### src/rtl/fifo_pkg.sv
// Shared constants for the byte-in / halfword-out FIFO.
package fifo_pkg;
  localparam int DEPTH_BYTES = 32;
  localparam int WORDS       = 16;
endpackage

### src/rtl/fifo_edge_detect.sv
// Rising-edge detector for a level strobe. While in reset the history
// register tracks the live level, so a strobe already high when reset
// releases does not produce a pulse.
module edge_detect (
  input  logic clk,
  input  logic rst,
  input  logic level,
  output logic pulse
);
  logic level_q;

  // Remember the previous-cycle strobe level (loads current level in reset).
  always_ff @(posedge clk) begin
    level_q <= level;
  end

  assign pulse = level & ~level_q & ~rst;
endmodule

### src/rtl/fifo.sv
// Byte-in, halfword-out FIFO: bytes are packed big-endian into 16-bit
// words, one word leaves per rising edge of the read strobe.
module fifo
  import fifo_pkg::*;
(
  input  logic        clk,
  input  logic        rst,
  input  logic [7:0]  data_in,
  input  logic        en_write,
  input  logic        en_read,
  output logic [15:0] data_out,
  output logic        empty,
  output logic        full,
  output logic [4:0]  data_cnt
);
  logic [7:0]  mem [DEPTH_BYTES];
  logic [4:0]  wr_ptr_reg;
  logic [3:0]  rd_ptr_reg;
  logic [5:0]  byte_cnt_reg;
  logic [5:0]  byte_cnt_next;
  logic [15:0] data_out_reg;
  logic        wr_edge;
  logic        rd_edge;
  logic        wr_ok;
  logic        rd_ok;

  edge_detect u_wr_edge (
    .clk   (clk),
    .rst   (rst),
    .level (en_write),
    .pulse (wr_edge)
  );

  edge_detect u_rd_edge (
    .clk   (clk),
    .rst   (rst),
    .level (en_read),
    .pulse (rd_edge)
  );

  // Acceptance uses the pre-cycle flags: a read freeing space does not
  // unblock a write in the same cycle.
  assign wr_ok = wr_edge & ~full;
  assign rd_ok = rd_edge & ~empty;

  // Byte count moves +1 per write, -2 per read (net -1 when both happen).
  always_comb begin
    byte_cnt_next = byte_cnt_reg + {5'd0, wr_ok} - {4'd0, rd_ok, 1'b0};
  end

  // Byte storage; contents need no reset since the count gates visibility.
  always_ff @(posedge clk) begin
    if (!rst && wr_ok) begin
      mem[wr_ptr_reg] <= data_in;
    end
  end

  // Pointers, byte count and the registered output word.
  always_ff @(posedge clk) begin
    if (rst) begin
      wr_ptr_reg   <= '0;
      rd_ptr_reg   <= '0;
      byte_cnt_reg <= '0;
      data_out_reg <= '0;
    end else begin
      byte_cnt_reg <= byte_cnt_next;
      if (wr_ok) begin
        wr_ptr_reg <= wr_ptr_reg + 5'd1;
      end
      if (rd_ok) begin
        data_out_reg <= {mem[{rd_ptr_reg, 1'b0}], mem[{rd_ptr_reg, 1'b1}]};
        rd_ptr_reg   <= rd_ptr_reg + 4'd1;
      end
    end
  end

  assign data_out = data_out_reg;
  assign data_cnt = byte_cnt_reg[5:1];
  assign empty    = (byte_cnt_reg < 6'd2);
  assign full     = (byte_cnt_reg == 6'(DEPTH_BYTES));
endmodule

### config.mk
export PLATFORM = sky130hd
export DESIGN_NAME = fifo
export DESIGN_NICKNAME = d
export VERILOG_FILES = /design/src/rtl/fifo_pkg.sv /design/src/rtl/fifo_edge_detect.sv /design/src/rtl/fifo.sv
export SDC_FILE = /design/constraint.sdc
export NUM_CORES = 1
export LEC_CHECK = 0
export CAP_MARGIN = 25
export CORE_ASPECT_RATIO = 1.25
export CORE_UTILIZATION = 55
export CTS_CLUSTER_DIAMETER = 200
export CTS_CLUSTER_SIZE = 14
export DETAILED_ROUTE_END_ITERATION = 10
export PLACE_DENSITY_LB_ADDON = 0.25
export SETUP_SLACK_MARGIN = 0.3
export SLEW_MARGIN = 10
export SYNTH_ARGS = -nofsm -noshare
export SYNTH_HDL_FRONTEND = slang
export SYNTH_SLANG_ARGS = --single-unit
### constraint.sdc
create_clock -name clk -period 2.8 [get_ports clk]
set_input_delay 0.42 -clock clk [delete_from_list [all_inputs] [get_ports clk]]
set_output_delay 0.42 -clock clk [all_outputs]
set_load 0.02 [all_outputs]
Word level (Yosys, flattened, before mapping)
Memory sizes are Yosys's and may differ from the RTL's. A register that Yosys moved wholly into a read port is not among the register bits.
Cells that the tools add are included.
W data, S select, Z words.
{"block": "totals", "register_bits": 17, "wordCells": 27, "inputBits": 12, "mem_count": 1, "mem_bits_rw": 256, "out_inout_bits": 23}
{"block": "classes", "muxes": 2, "n_lt_le_gt_ge": 1, "n_bitwise": 11, "eq_ne": 1, "add_sub_neg": 4, "reduce_logical": 2}
{"name": "mem", "words": 32, "word_bits": 8, "read_ports": 2, "rd_ports_with_merged_regs": 2, "write_ports": 1, "line_no": "fifo.sv:16", "text": "logic [7:0] mem [DEPTH_BYTES];"}
{"op": "$add A6 B1 Y6", "count": 1}
{"op": "$and A1 B1 Y1", "count": 6}
{"op": "$eq A6 B6 Y1 const B", "count": 1}
{"op": "$lt A6 B2 Y1 const B", "count": 1}
{"op": "$sub A6 B2 Y6", "count": 1}
{"op": "$add A5 B1 Y5 const B", "count": 1}
{"op": "$not A1 Y1", "count": 5}
{"op": "$add A4 B1 Y4 const B", "count": 1}
{"op": "$mux W1", "count": 2}
{"op": "$logic_and A1 B1 Y1", "count": 1}
{"op": "$logic_not A1 Y1", "count": 1}

Depth between registers and ports, before layout
{"block": "depth", "depth_word": 7, "mapped_depth": 15, "ltp_nobuf": 14}

Cells and area by module
Synthesis repeated with hierarchy kept, for this count alone.
{"block": "unflattened", "hier_cells": 623, "area_unflattened_um2": 11548.6}
{"mod": "fifo", "seq_area_each_um2": 8308.0, "instances": 1, "area_each_um2": 11483.5, "cells_each": 619}
{"mod": "edge_detect", "seq_area_each_um2": 20.0, "instances": 2, "area_each_um2": 32.5, "cells_each": 2}

Least setup slack after synthesis
OpenSTA, ideal clock, no wires.
{"block": "synth_path", "path_kind": "register -> register", "startpoint": "register byte_cnt_reg[2]", "endpoint": "register byte_cnt_reg[5]", "setup_time_ns": 0.071, "path_buffers": 1, "t_arrival_ns": 2.871, "t_required_ns": 2.729, "slack_ns": -0.143, "stages_incl_launch_ff": 15, "synth_period_minus_slack_ns": 2.943, "cell_sequence": "dfxtp_1 -> inv_1 -> ha_1 -> nor2b_1 -> o21ai_2 -> inv_2 -> nor2_2 -> buf_2 -> inv_1 -> ha_1 -> ha_1 -> o21a_1 -> o211a_1 -> or3_1 -> a21oi_1"}
{"block": "synth_between", "word_cells_on_any_way": 8, "classes_between": "2 x add/sub; 1 x order compare; 1 x eq/ne; 4 x bitwise"}
{"element": "from (decl)", "line_no": "fifo.sv:19", "text": "logic [5:0] byte_cnt_reg;"}
{"element": "from (signal assigned)", "line_no": "fifo.sv:66", "text": "byte_cnt_reg <= byte_cnt_next;"}
{"element": "$lt A6 B2 Y1", "line_no": "fifo.sv:79", "text": "assign empty = (byte_cnt_reg < 6'd2);"}
{"element": "via empty", "line_no": "fifo.sv:12", "text": "output logic empty,"}
{"element": "$not A1 Y1", "line_no": "fifo.sv:44", "text": "assign rd_ok = rd_edge & ~empty;"}
{"element": "$and A1 B1 Y1", "line_no": "fifo.sv:44"}
{"element": "$sub A6 B2 Y6", "line_no": "fifo.sv:48", "text": "byte_cnt_next = byte_cnt_reg + {5'd0, wr_ok} - {4'd0, rd_ok, 1'b0};"}
The timed path passes the listed nets, and every way through them passes these cells.
A chain may end at the register's enable or synchronous reset.

Worst setup path after layout
{"block": "layout_path", "startpoint": "register byte_cnt_reg[2]", "endpoint": "register byte_cnt_reg[5]"}
{"block": "layout_between", "elab_chain_cells": 5, "word_cells_on_any_way": 8, "classes_between": "2 x add/sub; 1 x order compare; 1 x eq/ne; 4 x bitwise"}
{"element": "$eq A6 B6 Y1", "line_no": "fifo.sv:80", "text": "assign full = (byte_cnt_reg == 6'(DEPTH_BYTES));"}
{"element": "$not A1 Y1", "line_no": "fifo.sv:43", "text": "assign wr_ok = wr_edge & ~full;"}
{"element": "$and A1 B1 Y1", "line_no": "fifo.sv:43"}
{"element": "$add A6 B1 Y6", "line_no": "fifo.sv:48"}
{"element": "$sub A6 B2 Y6 *", "line_no": "fifo.sv:48"}
Mark *: on every way between the ends. The rest lies on a longest branch, timed or not.

==> run_results.csv <==
group,metric,value,unit
global_route,grt_pass1_wl,34800,um
sta,final-hold-violation-count,0,
worst_setup_path,cp-end-kind,"flip-flop",
place,placed_cell_area,12400,um^2
drt,route.detailed.drc,0,
finish,num_antenna_cells,0,
synthesis,synth_flop_cell,"edfxtp_1",
synthesis,synthCells,678,
worst_setup_path,worstSetupPathType,"flip-flop to flip-flop",
worst_setup_path,worstPathRequired,3.24,ns
worst_setup_path,critPathCapture,"byte_cnt_reg[5]",
cts,htree_levels,1,
sta,skew,0.0133,ns
global_route,antenna_found_initial,0,
cts,post_cts_buffers,0,
drt,viasPerCell,5.87,
finish,nets,781,
floorplanning,die_w,131,um
place,gp_congestion,0.784,
worst_setup_path,cp-startpoint,"byte_cnt_reg[2]",
sta,setup-violations-final,0,
worst_setup_path,r2r_setup_slack,0.43,ns
power_and_ir_drop,power_density,681,nW/um^2
finish,fin_cells,1042,
sta,max_slew_margin,53.0,%
worst_setup_path,r2r-end,"byte_cnt_reg[5]",
global_route,grt_max_degree,56,
finish,areaGrowthSynthToFinish,14.8,%
worst_setup_path,crit_slowest_cell,"dfxtp_2",
power_and_ir_drop,total_power,8.91,mW
floorplanning,rows,58,
synthesis,synth.distinct_cells,45,
sta,tightest_slew,0.703,ns
synthesis,synth_area_per_cell,16.8,um^2
worst_setup_path,cpPeakStageDelay,0.36,ns
cts,cts_sinks,289,
synthesis,synthTopCellsByArea,"edfxtp_1 (67%), mux2i_1 (7.5%), dfxtp_1 (5.8%), mux4_2 (4.1%), o22ai_1 (2.4%)",
power_and_ir_drop,p_leak,4.07,nW
worst_setup_path,rr_startpoint,"byte_cnt_reg[2]",
synthesis,synth_nets,705,
worst_setup_path,r2r_cells,13,
sta,rsz0062_at_grt,"false",
worst_hold_path,hold_class,"primary input to flip-flop",
status,status,"complete, no violations",
flow_run,max_cap_viol_count,0,
power_and_ir_drop,vdd_drop_max,0.000477,V
place,place_inst,998,
synthesis,yosys.area.top_type_share,67.4,%
sta,fin_tns_setup,0,ns
place,dp_hpwl,14800,um
synthesis,synth_seq_cells,289,
worst_setup_path,startpoint_type,"flip-flop",
worst_setup_path,critical_path.top_delay_family,"compound AO/OA/AOI/OAI gates",
cts,cts_buffers,24,
worst_setup_path,crit_path_frequent_cell,"ha_4",
cts,cts_max_path_buffers,3,
floorplanning,ioPinCount,35,
place,io_buffers,34,
sta,period_share,84.5,%
drt,drt-initial-drc-count,576,
cts,cts_tree,"built",
worst_setup_path,cp_cell_sequence,"inv_2, ha_4, nor2b_4, o21ai_4, inv_4, nor2_4, inv_2, ha_4, ha_4, o21a_1, o211a_1, or3_1, a21oi_1",
worst_setup_path,crit_fanout,9,
sta,period_minus_slack,2.37,ns
synthesis,synth_largest_area_cell,"edfxtp_1",
floorplanning,initial_core_util,56.3,%
cts,clock_latency,0.51,ns
synthesis,ys_async_sr_fraction,0,%
sta,fmax,0.422,GHz
drt,antenna_left,0,
worst_hold_path,min_path_cells,1,
synthesis,synthesis.area,11400,um^2
drt,vias,6119,
floorplanning,core_region_area,20200,um^2
drt,firstDrtPassIters,5,
drt,routed_wl,22700,um
worst_setup_path,timing.critical_path.depth,13,
synthesis,yosysWarnings,0,
cts,hold_buffers,0,
finish,layout-drive-gt1-share,16.3,%
worst_setup_path,timing.critical_path.buf_inv,3,
drt,detail_route.wl_per_cell,21.8,um
global_route,grt_pass1_vias,6070,
worst_setup_path,critPathArrivalTime,2.81,ns
finish,final_area,13100,um^2
cts,clockRootBuffer,"clkbuf_16",
synthesis,yosysSeqAreaShare,73.2,%
finish,largest_reg_flops,256,
synthesis,synth-edff-count,256,
global_route,grt_usage,22.3,%
floorplanning,dieArea,21300,um^2
sta,slew_viol_final,0,
floorplanning,die_h,163,um
cts,clk_pin_slew,0.07,ns
global_route,overflow,0,
==> cells by family (layout without fill, tap and decap cells) <==
family | Yosys count | in the layout | share of synthesized area, %
adders and majority gates | 15 | 15 | 1.65
AOI/OAI and AO/OA | 102 | 102 | 6.10
buffers and inverters | 56 | 150 | 2.56
xor gates and xnor gates | 5 | 5 | 0.384
DFF | 289 | 289 | 73.2
and+or+nand+nor | 104 | 104 | 4.43
muxes | 107 | 107 | 11.7
==> Yosys cell counts, drive strengths merged, types with 2 or more instances <==
cell and n:
edfxtp 256, mux2i 86, nor2 48, o22ai 43
dfxtp 33, buf 30, a21oi 23, mux4 21
ha 15, inv 14, nand2 13, a311oi 12
clkbuf 12, nor3 10, nor2b 6, a22oi 5
nand3 5, a2111oi 4, a211oi 4, nand3b 4
o21ai 4, or3 4, or3b 4, and2 3
o21a 3, xor2 3, o31ai 2, or4 2
xnor2 2
==> cell usage in the layout, fill, tap and decap left out, drive strengths merged, types with 5 or more instances in the layout <==
cell type,instances
buf,58
nand2,13
edfxtp,256
mux2i,86
inv,15
clkdlybuf4s50,32
mux4,21
clkbuf,43
nor2,48
nand3,5
a22oi,5
a311oi,12
o22ai,43
dfxtp,33
a21oi,23
nor3,10
ha,15
nor2b,6
==> worst min path at each step <==
stage / start / endpoint
after floorplan: en_read / u_rd_edge.level_q
after global placement: data_out[0] / data_out[0]
after detailed placement: data_out[11] / data_out[11]
after CTS: en_write / u_wr_edge.level_q
after global routing: en_write / u_wr_edge.level_q
final: en_write / u_wr_edge.level_q
==> cell type report <==
| type | count | area, um^2 |
|---|---|---|
| clock buffers | 43 | 693 |
| clock inverters | 1 | 6.26 |
| fillers | 1333 | 7150 |
| inverters | 14 | 55.1 |
| multi-input cells | 333 | 2840 |
| flip-flops and latches | 289 | 8360 |
| well taps | 270 | 338 |
| repair buffers | 92 | 806 |
==> per-layer routing <==
metal  vias up  track usage [%]  share of wire [%]
met5         -                0                  0
met2       168             36.3                 49
met1      3105             31.4                 43
met4         0             6.11                2.1
met3        39             3.55                5.3
li1       2807                -                  -
==> power breakdown <==
| group | internal (mW) | total (mW) | switching (mW) |
|---|---|---|---|
| Clock | 1.67 | 3.04 | 1.37 |
| Combinational | 0.461 | 1.06 | 0.597 |
| Sequential | 4.75 | 4.81 | 0.0597 |
| Total | 6.88 | 8.91 | 2.03 |
==> repair_timing <==
| item | 4_1_cts | 5_1_grt |
|---|---|---|
| resized for setup | 2 | 3 |
| endpoints found under the setup margin | 2 | 6 |
| hold endpoints to repair | 0 | 0 |
==> metrics by stage <==
stage,worst slack [ns],util (%),hold slack [ns]
global placement,0.330,61.1,0.514
floorplan,0.249,-,0.448
global route,0.323,64.7,0.365
CTS,0.288,64.7,0.357
detailed placement,0.238,61.1,0.521
finish,0.433,64.7,0.376
==> worst register-to-register path, stage by stage, from the launching register on <==
cell and delay (ns):
dfxtp_2 0.36, inv_2 0.07, ha_4 0.17, nor2b_4 0.13
o21ai_4 0.19, inv_4 0.08, nor2_4 0.10, inv_2 0.05
ha_4 0.15, ha_4 0.24, o21a_1 0.11, o211a_1 0.23
or3_1 0.30, a21oi_1 0.12
Power figures use the tool's default switching activity.
